### src/rtl/rtc_pkg.sv
// Shared definitions for the RTC read sequencer: default RTC register
// addresses, sweep geometry, FSM encoding and slot decode helpers.
package rtc_pkg;

    // Default RTC register addresses (Intel-mode multiplexed bus)
    localparam logic [7:0] REG_S_DEF  = 8'h21;
    localparam logic [7:0] REG_M_DEF  = 8'h22;
    localparam logic [7:0] REG_H_DEF  = 8'h23;
    localparam logic [7:0] REG_D_DEF  = 8'h24;
    localparam logic [7:0] REG_ME_DEF = 8'h25;
    localparam logic [7:0] REG_A_DEF  = 8'h26;
    localparam logic [7:0] REG_ST_DEF = 8'h41;
    localparam logic [7:0] REG_MT_DEF = 8'h42;
    localparam logic [7:0] REG_HT_DEF = 8'h43;

    // Sweep geometry: slot k covers addr SLOT_BASE+SLOT_LEN*k .. +SLOT_LEN-1
    localparam int SLOT_BASE = 5;
    localparam int SLOT_LEN  = 5;
    localparam int NUM_SLOTS = 9;
    localparam int LAST_ADDR = 54;

    // Downstream stage samples slot k at SAMPLE_FIRST + SLOT_LEN*k (10..50)
    localparam int SAMPLE_FIRST = 10;
    localparam int SAMPLE_LAST  = 50;

    typedef enum logic [1:0] {
        ST_IDLE = 2'd0,
        ST_RUN  = 2'd1,
        ST_DONE = 2'd2
    } rtc_state_t;

    typedef struct packed {
        logic       valid;  // addr lies inside a register slot
        logic [3:0] k;      // slot index 0..8
        logic [2:0] j;      // offset within slot 0..4
    } slot_pos_t;

    // Map a sequence address onto (slot, offset); lead-in and tail are invalid.
    function automatic slot_pos_t slot_decode(input logic [5:0] a);
        slot_pos_t p;
        int        off;
        off = int'(a) - SLOT_BASE;
        if (off >= 0 && off < SLOT_LEN * NUM_SLOTS) begin
            p.valid = 1'b1;
            p.k     = 4'(off / SLOT_LEN);
            p.j     = 3'(off % SLOT_LEN);
        end else begin
            p.valid = 1'b0;
            p.k     = 4'd0;
            p.j     = 3'd0;
        end
        return p;
    endfunction

    // Downstream sample address for slot k.
    function automatic logic [5:0] sample_addr(input logic [3:0] k);
        return 6'(SAMPLE_FIRST + SLOT_LEN * int'(k));
    endfunction

endpackage

### src/rtl/rtc_step_timer.sv
// Step timer: counts 0..STEP_CYC-1 while enabled and flags the last clock
// of each step so the sequencer can advance addr exactly on that edge.
module rtc_step_timer #(
    parameter int STEP_CYC = 4
) (
    input  logic clk,
    input  logic rst,
    input  logic en,
    input  logic clr,
    output logic step_end
);

    localparam logic [7:0] LAST_CNT = 8'(STEP_CYC - 1);

    logic [7:0] cnt_r;

    // Last clock of the current step (decoded straight from the counter)
    assign step_end = en && (cnt_r == LAST_CNT);

    // Step counter: cleared outside RUN, wraps to 0 at the end of each step
    always_ff @(posedge clk or negedge rst) begin
        if (!rst) begin
            cnt_r <= 8'd0;
        end else if (clr) begin
            cnt_r <= 8'd0;
        end else if (en) begin
            cnt_r <= step_end ? 8'd0 : cnt_r + 8'd1;
        end else begin
            cnt_r <= cnt_r;
        end
    end

endmodule

### src/rtl/rtc_read_sequencer.sv
// RTC read sequencer: one start request runs a sweep of nine register reads
// over the multiplexed RTC bus, stepping addr 0..54 for the downstream stage.
// All bus strobes are registered from the next-step decode so they change
// only on step boundaries and line up exactly with addr.
module rtc_read_sequencer
    import rtc_pkg::*;
#(
    parameter int         STEP_CYC = 4,
    parameter logic [7:0] REG_S    = REG_S_DEF,
    parameter logic [7:0] REG_M    = REG_M_DEF,
    parameter logic [7:0] REG_H    = REG_H_DEF,
    parameter logic [7:0] REG_D    = REG_D_DEF,
    parameter logic [7:0] REG_ME   = REG_ME_DEF,
    parameter logic [7:0] REG_A    = REG_A_DEF,
    parameter logic [7:0] REG_ST   = REG_ST_DEF,
    parameter logic [7:0] REG_MT   = REG_MT_DEF,
    parameter logic [7:0] REG_HT   = REG_HT_DEF
) (
    input  logic       clk,
    input  logic       rst,
    input  logic       start,
    input  logic [7:0] ad_in,
    output logic [7:0] ad_out,
    output logic       ad_oe,
    output logic       cs_n,
    output logic       rd_n,
    output logic       wr_n,
    output logic       a_d,
    output logic [5:0] addr,
    output logic [7:0] s_l,
    output logic [7:0] m_l,
    output logic [7:0] h_l,
    output logic [7:0] d_l,
    output logic [7:0] me_l,
    output logic [7:0] a_l,
    output logic [7:0] st_l,
    output logic [7:0] mt_l,
    output logic [7:0] ht_l,
    output logic       busy,
    output logic       done
);

    localparam logic [5:0] LAST_ADDR_V = 6'(LAST_ADDR);

    rtc_state_t state_r;
    rtc_state_t state_nxt_s;
    logic [5:0] addr_r;
    logic [5:0] addr_nxt_s;
    logic       rst_seen_r;
    logic       step_end_s;
    logic       tmr_en_s;
    logic       tmr_clr_s;
    slot_pos_t  cur_pos_s;
    slot_pos_t  nxt_pos_s;
    logic [7:0] reg_sel_s;
    logic       capture_s;

    logic [7:0] ad_out_nxt_s, ad_out_r;
    logic       ad_oe_nxt_s,  ad_oe_r;
    logic       cs_n_nxt_s,   cs_n_r;
    logic       rd_n_nxt_s,   rd_n_r;
    logic       wr_n_nxt_s,   wr_n_r;
    logic       a_d_nxt_s,    a_d_r;
    logic       busy_r;
    logic       done_r;
    logic [7:0] cap_r [NUM_SLOTS];

    assign tmr_en_s  = (state_r == ST_RUN);
    assign tmr_clr_s = (state_r != ST_RUN);

    rtc_step_timer #(
        .STEP_CYC (STEP_CYC)
    ) u_step_timer (
        .clk      (clk),
        .rst      (rst),
        .en       (tmr_en_s),
        .clr      (tmr_clr_s),
        .step_end (step_end_s)
    );

    // Blocks start on the first clock after reset release
    always_ff @(posedge clk or negedge rst) begin
        if (!rst) begin
            rst_seen_r <= 1'b0;
        end else begin
            rst_seen_r <= 1'b1;
        end
    end

    // FSM state, sequence address and registered bus/status outputs
    always_ff @(posedge clk or negedge rst) begin
        if (!rst) begin
            state_r  <= ST_IDLE;
            addr_r   <= 6'd0;
            ad_out_r <= 8'h00;
            ad_oe_r  <= 1'b0;
            cs_n_r   <= 1'b1;
            rd_n_r   <= 1'b1;
            wr_n_r   <= 1'b1;
            a_d_r    <= 1'b1;
            busy_r   <= 1'b0;
            done_r   <= 1'b0;
        end else begin
            state_r  <= state_nxt_s;
            addr_r   <= addr_nxt_s;
            ad_out_r <= ad_out_nxt_s;
            ad_oe_r  <= ad_oe_nxt_s;
            cs_n_r   <= cs_n_nxt_s;
            rd_n_r   <= rd_n_nxt_s;
            wr_n_r   <= wr_n_nxt_s;
            a_d_r    <= a_d_nxt_s;
            busy_r   <= (state_nxt_s == ST_RUN);
            done_r   <= (state_nxt_s == ST_DONE);
        end
    end

    // Next state and next addr; start is honoured only from IDLE
    always_comb begin
        state_nxt_s = state_r;
        addr_nxt_s  = addr_r;
        case (state_r)
            ST_IDLE: begin
                addr_nxt_s = 6'd0;
                if (start && rst_seen_r) begin
                    state_nxt_s = ST_RUN;
                end else begin
                    state_nxt_s = ST_IDLE;
                end
            end
            ST_RUN: begin
                if (step_end_s && (addr_r == LAST_ADDR_V)) begin
                    state_nxt_s = ST_DONE;
                    addr_nxt_s  = 6'd0;
                end else if (step_end_s) begin
                    state_nxt_s = ST_RUN;
                    addr_nxt_s  = addr_r + 6'd1;
                end else begin
                    state_nxt_s = ST_RUN;
                    addr_nxt_s  = addr_r;
                end
            end
            ST_DONE: begin
                state_nxt_s = ST_IDLE;
                addr_nxt_s  = 6'd0;
            end
            default: begin
                state_nxt_s = ST_IDLE;
                addr_nxt_s  = 6'd0;
            end
        endcase
    end

    // RTC register address for the slot about to be entered
    always_comb begin
        nxt_pos_s = slot_decode(addr_nxt_s);
        case (nxt_pos_s.k)
            4'd0:    reg_sel_s = REG_S;
            4'd1:    reg_sel_s = REG_M;
            4'd2:    reg_sel_s = REG_H;
            4'd3:    reg_sel_s = REG_D;
            4'd4:    reg_sel_s = REG_ME;
            4'd5:    reg_sel_s = REG_A;
            4'd6:    reg_sel_s = REG_ST;
            4'd7:    reg_sel_s = REG_MT;
            4'd8:    reg_sel_s = REG_HT;
            default: reg_sel_s = 8'h00;
        endcase
    end

    // Bus phase for the next step: address write, turnaround, read, release
    always_comb begin
        ad_out_nxt_s = 8'h00;
        ad_oe_nxt_s  = 1'b0;
        cs_n_nxt_s   = 1'b1;
        rd_n_nxt_s   = 1'b1;
        wr_n_nxt_s   = 1'b1;
        a_d_nxt_s    = 1'b1;
        if ((state_nxt_s == ST_RUN) && nxt_pos_s.valid) begin
            case (nxt_pos_s.j)
                3'd0: begin
                    cs_n_nxt_s   = 1'b0;
                    a_d_nxt_s    = 1'b0;
                    wr_n_nxt_s   = 1'b0;
                    ad_oe_nxt_s  = 1'b1;
                    ad_out_nxt_s = reg_sel_s;
                end
                3'd2, 3'd3: begin
                    cs_n_nxt_s = 1'b0;
                    rd_n_nxt_s = 1'b0;
                end
                default: begin
                    cs_n_nxt_s = 1'b1;
                    rd_n_nxt_s = 1'b1;
                end
            endcase
        end else begin
            ad_oe_nxt_s = 1'b0;
        end
    end

    // Capture strobe: last clock of the second read step of a slot
    always_comb begin
        cur_pos_s = slot_decode(addr_r);
        if ((state_r == ST_RUN) && step_end_s && cur_pos_s.valid &&
            (cur_pos_s.j == 3'd3)) begin
            capture_s = 1'b1;
        end else begin
            capture_s = 1'b0;
        end
    end

    // Capture registers; held until the next sweep overwrites them
    always_ff @(posedge clk or negedge rst) begin
        if (!rst) begin
            for (int i = 0; i < NUM_SLOTS; i++) begin
                cap_r[i] <= 8'h00;
            end
        end else begin
            for (int i = 0; i < NUM_SLOTS; i++) begin
                if (capture_s && (cur_pos_s.k == 4'(i))) begin
                    cap_r[i] <= ad_in;
                end else begin
                    cap_r[i] <= cap_r[i];
                end
            end
        end
    end

    assign addr   = addr_r;
    assign ad_out = ad_out_r;
    assign ad_oe  = ad_oe_r;
    assign cs_n   = cs_n_r;
    assign rd_n   = rd_n_r;
    assign wr_n   = wr_n_r;
    assign a_d    = a_d_r;
    assign busy   = busy_r;
    assign done   = done_r;
    assign s_l    = cap_r[0];
    assign m_l    = cap_r[1];
    assign h_l    = cap_r[2];
    assign d_l    = cap_r[3];
    assign me_l   = cap_r[4];
    assign a_l    = cap_r[5];
    assign st_l   = cap_r[6];
    assign mt_l   = cap_r[7];
    assign ht_l   = cap_r[8];

endmodule
### config.mk
export PLATFORM = sky130hd
export DESIGN_NAME = rtc_read_sequencer
export DESIGN_NICKNAME = d
export VERILOG_FILES = /design/src/rtl/rtc_pkg.sv /design/src/rtl/rtc_step_timer.sv /design/src/rtl/rtc_read_sequencer.sv
export SDC_FILE = /design/constraint.sdc
export NUM_CORES = 1
export LEC_CHECK = 0
export CAP_MARGIN = 10
export CORE_MARGIN = 2
export CORE_UTILIZATION = 36
export DETAILED_ROUTE_END_ITERATION = 8
export REMOVE_ABC_BUFFERS = 1
export SLEW_MARGIN = 10
export SYNTH_ARGS = -nofsm -noshare
export SYNTH_HDL_FRONTEND = slang
export SYNTH_SLANG_ARGS = --single-unit
export TNS_END_PERCENT = 50
### constraint.sdc
create_clock -name clk -period 11.5 [get_ports clk]
set_input_delay 1.15 -clock clk [delete_from_list [all_inputs] [get_ports clk]]
set_output_delay 1.15 -clock clk [all_outputs]
set_load 0.01 [all_outputs]
== After elaboration in Yosys (flattened, before gate mapping) ==
Memories as Yosys holds them, arrays and structs flattened.
Index checks and enable logic that the tools add are counted.

* Bits in registers: 103
* ROM bits: 80
* Input port bits: 11
* Memories kept: 1

{| class="wikitable"
|+ Memory list
! name !! words !! bits a word !! rd ports !! clocked after Yosys merged registers in !! wr ports !! RTL line !! text
|-
| (no name shown) || 16 || 5 || 1 || 0 || 0 || rtc_read_sequencer.sv:156 || <nowiki>case (nxt_pos_s.k)</nowiki>
|}

* Add/sub/neg operators: 4
* Divide/modulo/power cells: 4
* $lt $le $gt $ge: 4
* Equality and inequality tests: 17
* Muxes and demuxes: 22
* Reductions and logical operators: 24

{| class="wikitable"
|+ Operators with widths
! operator !! count
|-
| 32-bit by 4-bit divider with 32-bit output, second input constant || 2
|-
| 32-bit by 4-bit modulo with 32-bit output, second input constant || 2
|-
| 8-bit 2-to-1 mux || 7
|-
| 1-bit logical AND || 18
|-
| 6-bit 2-to-1 mux || 3
|-
| 4-bit by 3-bit equality test with 1-bit output, second input constant || 4
|-
| 7-bit by 1-bit greater-or-equal comparator with 1-bit output, second input constant || 2
|-
| 7-bit < comparator, second input constant || 2
|-
| 6-bit by 3-bit subtractor with 7-bit output, second input constant || 2
|-
| 1-bit 2-to-1 mux || 10
|-
| 3-bit by 2-bit equality test with 1-bit output, second input constant || 3
|-
| 8-bit by 1-bit adder with 8-bit output, second input constant || 1
|-
| 4-bit by 2-bit equality test with 1-bit output, second input constant || 2
|-
| 8-bit by 2-bit equality test with 1-bit output, second input constant || 1
|-
| 6-bit by 1-bit adder with 6-bit output, second input constant || 1
|-
| 6-bit equality test, second input constant || 1
|-
| 2-bit by 1-bit equality test with 1-bit output, second input constant || 2
|-
| 4-bit by 1-bit equality test with 1-bit output, second input constant || 1
|-
| 4-bit equality test, second input constant || 1
|-
| 4-bit zero test || 1
|-
| 2-bit one-hot mux with 2 select lines || 1
|-
| 3-bit zero test || 1
|-
| 3-bit OR reduction || 1
|-
| 2-bit equality test, second input constant || 1
|-
| other kinds (5) || 5
|}

== Depth between registers and ports, before layout ==
Gate-level depths: netlist of the first run.

* Depth after elaboration: 13
* Mapped depth: 42
* Depth with buffers taken out: 40

== Cells and area by module ==
Synthesis of the first run repeated with hierarchy kept, for this count alone.

* Cell total of the unflattened synthesis: 601
* Area, all modules: 6218.5 um^2

{| class="wikitable"
|+ By module, submodules not included
! module !! times used !! cells an instance !! area each (um^2)
|-
| rtc_read_sequencer || 1 || 558 || 5783.0
|-
| rtc_step_timer || 1 || 43 || 435.4
|}

== Worst setup path after synthesis of the first run ==
Ideal clock, no wire load.

* Path kind: reg-to-reg
* Start point: register addr_r[0] (netlist: addr[0])
* End point: register ad_out_r[5] (netlist: ad_out[5])
* Arrival time: 8.235 ns
* Required time: 11.413 ns
* Path slack: 3.179 ns
* Cell stages (with the launch flop): 43
* Buffers on the path: 4
* Cell sequence: dfrtp_1 > buf_2 > clkbuf_1 > inv_1 > ha_1 > and4b_1 > a211oi_2 > a2bb2oi_1 > clkbuf_1 > ha_1 > nor4_1 > nor4_2 > o31a_2 > xnor2_1 > buf_2 > o21ai_0 > a221oi_1 > ha_1 > [... 7 more ...] > ha_1 > nor2b_1 > nand2b_1 > nand3_1 > a21oi_1 > a211o_1 > a31oi_2 > nor2_1 > nand2_1 > xnor2_1 > ha_1 > nor2b_1 > or3_1 > a211oi_1 > nand3_1 > o31ai_1 > nand4_1 > a211oi_2

* Longest elaborated chain between the ends: 11

{| class="wikitable"
|+ Ends and longest elaborated chain
! what !! RTL line !! text
|-
| start, declared || rtc_read_sequencer.sv:47 || <nowiki>logic [5:0] addr_r;</nowiki>
|-
| start signal, assigned || rtc_read_sequencer.sv:105 || <nowiki>addr_r <= addr_nxt_s;</nowiki>
|-
| branches (longest 10 deep; another with 32-bit by 4-bit divider with 32-bit output) || - ||
|-
| 8-bit 2-to-1 mux (*) || rtc_read_sequencer.sv:178 || <nowiki>if ((state_nxt_s == ST_RUN) && nxt_pos_s.valid) begin</nowiki>
|-
| via ad_out_nxt_s[5] || rtc_read_sequencer.sv:58 || <nowiki>logic [7:0] ad_out_nxt_s, ad_out_r;</nowiki>
|-
| end signal, assigned || rtc_read_sequencer.sv:106 || <nowiki>ad_out_r <= ad_out_nxt_s;</nowiki>
|-
| end, declared || rtc_read_sequencer.sv:58 ||
|}

Mark *: on every way through the listed nets, which the timed path passes.
A chain may end at the register's enable or synchronous reset.

== Worst setup path in the final report of the first run ==
Same ends and word-level chain as after synthesis.

==> qor.csv, run 1 <==
stage,metric,value,unit
drt,DRC,0,
cts,clk sinks,100,
layout,"Area growth, synth to finish",24.3,%
cts,clk_lat worst skew,0.36,ns
synth,register area share after synthesis,0.410,
synth,Synth area leaders,"dfrtp_1 40%, mux2_2 14%, ha_1 4.7%",
critical_path,Slowest cell on crit path,xnor2_1,
timing,final setup fails,0,
timing,Worst Skew,0.00939,ns
floorplan,die area,18000,µm²
placed_design,routability cong.,0.898,
cts,post-CTS setup buffer count,0,
grt,vias in the first global route,4952,
timing,Final TNS setup,0,ns
critical_path,worst-path maximum fanout,21,
synth,fraction of registers with async set or reset after synthesis,1.00,
cts,"Reg clk slew, reported paths",0.08,ns
drt,DR pass1 iterations,5,
timing,Fin. Hold Viols,0,
synth,"count leader, synth",dfrtp_1,
synth,Synth area leader,dfrtp_1,
timing,Fmax,0.0999,GHz
layout,antenna cells,0,
critical_path,crit path DAT,10.28,ns
drt,Routed WL per cell,17.9,µm
floorplan,Core Area,16600,µm²
synth,"flops & latches, synth",100,
drt,detailed-route via count,5051,
synth,Post-Synthesis Cell Area,6120,µm²
synth,top cell type's share of synthesized area,0.397,
timing,fin crit period,10.01,ns
drt,Post-DRT Antenna Nets,0,
timing,worst slew pin tran,1.06,ns
timing,period utilisation layout,0.870,
critical_path,Worst EP required,11.77,ns
grt,GRT overflow,0,
synth,yosys warns,0,
cts,CTS tree,done,
cts,htree depth,3,
critical_path,Crit. End Element,flop,
synth,commonest cells in the netlist,"97 x dfrtp_1, 76 x mux2_2, 43 x nor2_1",
critical_path,CP max stage delay,0.83,ns
floorplan,Die H,134,µm
floorplan,Die W,134,µm
drt,vias per inst,5.54,
cts,Root Driver,clkbuf_16,
synth,Post-synth EDFFs,0,
cts,cts repair resizes,0,
cts,cts bufs inserted,9,
grt,first-pass GRT wire length,26700,µm
drt,initial drt markers,360,
layout,Layout Nets,720,
placed_design,IO buf count,100,
synth,predominant post-synthesis flop cell,dfrtp_1,
cts,hold_buf cts,0,
floorplan,Initial Util,0.369,
floorplan,num rows,47,
worst_hold_path,Hold WC Path Type,reg2reg,
critical_path,Setup Crit Path Kind,reg2reg,
synth,Synth cell types,87,
synth,Mapped Cells,596,
placed_design,DP HPWL,11900,µm
cts,CTS max path bufs,2,
layout,Filler cells,1560,
grt,total track usage,0.186,
synth,Avg Inst Size Synth,10.3,µm²
job,# Max-Cap Violations,0,
drt,WL final,16300,µm
timing,Hold Slack,0.508,ns
grt,antenna violations before repair,1,
run_status,status,completed,
timing,Max transition margin,0.289,
grt,largest net degree at the start of global routing,53,
timing,unrepaired setup endpoints after global routing,no,
timing,Pins Over Slew Limit,0,
critical_path,cell mode on critical path,ha_1,
layout,share of layout cells above drive strength 1,0.179,
floorplan,# IOs,104,
critical_path,startpoint types,flop,
-- logic make-up after synthesis --
kind of cell	after synthesis	synth area share
simple gates	177	0.156
flops	100	0.410
buf+inv	52	0.0372
xor+xnor	24	0.0344
compound gates	136	0.165
mux	82	0.150
other cells	2	0.00123
fa+ha+maj	23	0.0471
-- routing by layer --
layer	part of all wire	track usage	wire (µm)
met1	0.45	0.252	7390
met2	0.45	0.280	7300
met3	0.088	0.0726	1440
met4	0.0087	0.0409	142
met5	0.00068	0	11
-- worst max-delay path, delay by kind of cell, from the launching register on --
family | cells | cell delay, ns
compound gates | 13 | 2.96
xor+xnor | 2 | 1.22
fa+ha+maj | 5 | 1.31
buf+inv | 2 | 0.28
flops | 1 | 0.79
simple gates | 16 | 3.34
-- final cells by class --
type                    count  area, µm²  share of cell area
clock buffers               9        225              0.0296
clock inverters             7       90.1              0.0119
flip-flops and latches    100       2510               0.330
well taps                 220        275              0.0362
inverters                  28        108              0.0142
multi-input cells         446       3390               0.446
repair buffers            101       1010               0.132
-- final timing paths --
path | start | to | slack, ns | cells after the start
worst max-delay path | addr[0]$_DFF_PN0_ | ad_out[5]$_DFF_PN0_ | 1.49 | 38
worst min-delay path | d_l[2]$_DFFE_PN0P_ | d_l[2]$_DFFE_PN0P_ | 0.51 | 1
worst max register to register | addr[0]$_DFF_PN0_ | ad_out[5]$_DFF_PN0_ | 1.49 | 38
worst min register to register | d_l[2]$_DFFE_PN0P_ | d_l[2]$_DFFE_PN0P_ | 0.51 | 1
max in group asynchronous | rst | m_l[1]$_DFFE_PN0P_ | 9.57 | 2
min in group asynchronous | rst | ad_out[2]$_DFF_PN0_ | 0.81 | 1
-- flip-flops by register name (all words and copies together), names as in the netlist, 2 cells and up --
register            cells
a_l                     8
ad_out                  5
addr                    6
d_l                     8
h_l                     8
ht_l                    8
m_l                     8
me_l                    8
mt_l                    8
s_l                     8
st_l                    8
state_r                 2
u_step_timer.cnt_r      8
-- layout by cell type (no fill, tap or decap), types with 21 or more instances in the layout --
cell type / count
nor2_1: 43
mux2_2: 76
dfrtp_1: 97
inv_1: 24
a21oi_1: 22
nand2_1: 33
nand3_1: 21
clkdlybuf4s50_1: 99
ha_1: 23
o21ai_0: 22
-- stage by stage --
stage	cell area, µm²	util	instances	worst slack [ns]
after detailed placement	7280	0.439	895	1.62
after CTS	7600	0.458	911	1.58
final	7600	0.458	911	1.49
after floorplan	6000	-	574	3.13
after global placement	7280	0.439	895	2.13
after global routing	7600	0.458	911	0.557
Power of run 1 is left out: the tool's default activity adds up to more than one toggle a clock period on the data nets, which glitch-free logic cannot reach.
==> run 2, diff against run 1 <==
==> constraint.sdc (replaced) <==
create_clock -name clk -period 11.5 [get_ports clk]
set_input_delay 2.3 -clock clk [delete_from_list [all_inputs] [get_ports clk]]
set_output_delay 2.3 -clock clk [all_outputs]
set_load 0.01 [all_outputs]
==> results of run 2 <==
The final DEF is identical to that of run 1. Status: completed.
Power of run 2 is left out for the same reason.
==> run 3, diff against run 2 <==
==> constraint.sdc (replaced) <==
create_clock -name clk -period 12.8 [get_ports clk]
set_input_delay 2.56 -clock clk [delete_from_list [all_inputs] [get_ports clk]]
set_output_delay 2.56 -clock clk [all_outputs]
set_load 0.01 [all_outputs]
==> run 3 against run 2 <==
Effect of this change:
- non-clock buffer count is the same
- first-iteration DRC count is 8.6% lower
- clock-buffer cell count unchanged
- via count up 0.46%
- worst hold slack about the same
==> qor.csv, run 3 (same netlist as run 1, synthesis figures left out) <==
stage,metric,value,unit,change
placed_design,routability cong.,0.898,,unchanged
drt,DR pass1 iterations,5,,unchanged
critical_path,FF-to-FF End,ad_out[5]$_DFF_PN0_,,unchanged
grt,vias in the first global route,5021,,"was 4,952"
drt,initial drt markers,329,,was 360
critical_path,CP max stage delay,0.85,ns,was 0.83 ns
layout,"commonest non-fill, non-tap cells in the layout","99 x clkdlybuf4s50_1, 97 x dfrtp_1, 76 x mux2_2, 43 x nor2_1, 33 x nand2_1",,unchanged
floorplan,# IOs,104,,unchanged
cts,cts repair resizes,0,,unchanged
drt,vias per inst,5.57,,was 5.54
cts,clk_lat worst skew,0.36,ns,about the same
critical_path,Critical Path Sink,ad_out[5]$_DFF_PN0_,,unchanged
timing,Worst Skew,0.00726,ns,was 0.00939 ns
grt,first-pass GRT wire length,27000,µm,"was 26,700 µm"
critical_path,Setup Crit Path Kind,reg2reg,,unchanged
layout,Finished Layout Cells,911,,unchanged
layout,Layout Nets,720,,unchanged
cts,Root Driver,clkbuf_16,,unchanged
run_status,status,completed,,unchanged
cts,cts bufs inserted,9,,unchanged
timing,period utilisation layout,0.790,,was 0.870
grt,total track usage,0.187,,was 0.186
floorplan,Initial Util,0.369,,unchanged
critical_path,crit path DAT,10.39,ns,was 10.28 ns
critical_path,Slowest cell on crit path,xnor2_1,,unchanged
critical_path,Buf/Inv on CP,2,,unchanged
timing,Fin. Hold Viols,0,,unchanged
timing,unrepaired setup endpoints after global routing,no,,unchanged
placed_design,IO buf count,100,,unchanged
critical_path,CP Depth,38,,unchanged
grt,GRT overflow,0,,unchanged
grt,largest net degree at the start of global routing,53,,unchanged
floorplan,Die H,134,µm,unchanged
critical_path,Worst R2R Setup Slack,2.68,ns,was 1.49 ns
timing,fin crit period,10.12,ns,was 10.01 ns
job,# Max-Cap Violations,0,,unchanged
critical_path,worst-path maximum fanout,21,,unchanged
timing,Pins Over Slew Limit,0,,unchanged
critical_path,cell mode on critical path,ha_1,,unchanged
cts,hold_buf cts,0,,unchanged
critical_path,CP startpoint,addr[0]$_DFF_PN0_,,unchanged
timing,worst slew pin tran,1.08,ns,was 1.06 ns
grt,antenna violations before repair,0,,was 1
critical_path,startpoint types,flop,,unchanged
layout,share of layout cells above drive strength 1,0.179,,unchanged
worst_hold_path,Hold WC Path Type,reg2reg,,unchanged
timing,Fmax,0.0988,GHz,was 0.0999 GHz
floorplan,Core Area,16600,µm²,unchanged
drt,detailed-route via count,5074,,"was 5,051"
floorplan,die area,18000,µm²,unchanged
layout,"most common cell after layout, fill and taps aside",clkdlybuf4s50_1,,unchanged
cts,htree depth,3,,unchanged
floorplan,Die W,134,µm,unchanged
cts,CTS tree,done,,unchanged
timing,Hold Slack,0.508,ns,about the same
cts,"Reg clk slew, reported paths",0.08,ns,about the same
cts,clk sinks,100,,unchanged
drt,WL final,16400,µm,"was 16,300 µm"
critical_path,reg2reg start,addr[0]$_DFF_PN0_,,unchanged
layout,antenna cells,0,,unchanged
critical_path,Worst EP required,13.07,ns,was 11.77 ns
cts,CTS max path bufs,2,,unchanged
critical_path,Crit path max-delay family,simple AND/OR/NAND/NOR gates,,unchanged
worst_hold_path,hold_sp,d_l[5]$_DFFE_PN0P_,,was d_l[2]$_DFFE_PN0P_
drt,Post-DRT Antenna Nets,0,,unchanged
layout,utilization after layout,0.458,,about the same
placed_design,DP HPWL,11800,µm,"was 11,900 µm"
placed_design,placed insts,895,,unchanged
timing,final setup fails,0,,unchanged
timing,Final TNS setup,0,ns,unchanged
timing,Max transition margin,0.274,,was 0.289
cts,post-CTS setup buffer count,0,,unchanged
critical_path,Crit. End Element,flop,,unchanged
floorplan,num rows,47,,unchanged
drt,Routed WL per cell,18.0,µm,was 17.9 µm
critical_path,worst reg2reg path depth,38,,unchanged
drt,DRC,0,,unchanged
layout,"Area growth, synth to finish",24.1,%,was 24.3%
[run 3: changes by cell type in the layout (fill, tap and decap cells not counted)]
cell	before	now
clkinvlp_4	2	1
clkinv_4	0	1
bufinv_16	1	0
inv_12	0	1
[run 3: through the flow]
stage,area [µm²],worst slack (ns)
floorplan,6000,4.43
global placement,7280,3.43
detailed placement,7280,2.88
CTS,7590,2.85
global route,7590,1.81
finish,7590,2.68
[run 3: how the worst min path moves through the flow]
stage,slack [ns],to,depth (start not counted)
after global routing,0.53,h_l[5]$_DFFE_PN0P_,1
final,0.51,d_l[5]$_DFFE_PN0P_,1
after detailed placement,0.50,me_l[6]$_DFFE_PN0P_,1
after floorplan,0.46,busy$_DFF_PN0_,1
after CTS,0.51,u_step_timer.cnt_r[0]$_DFF_PN0_,1
after global placement,0.49,u_step_timer.cnt_r[0]$_DFF_PN0_,1
[run 3: routing by layer]
| layer | wire length (µm) | vias up | share of wire | global-route usage |
|---|---|---|---|---|
| li1 | - | 2376 | - | - |
| met1 | 7350 | 2507 | 0.45 | 0.256 |
| met2 | 7390 | 179 | 0.45 | 0.282 |
| met3 | 1490 | 12 | 0.091 | 0.0703 |
| met4 | 129 | 0 | 0.0079 | 0.0433 |
| met5 | 0 | - | 0 | 0 |
[run 3: layout make-up]
class                           instances  area [µm²]
Timing Repair Buffer                  101        1010
Multi-Input combinational cell        446        3390
Clock inverter                          7        77.6
Tap cell                              220         275
Sequential cell                       100        2510
Fill cell                            1556        9000
Clock buffer                            9         225
Inverter                               28         108
Power of run 3 is left out for the same reason.
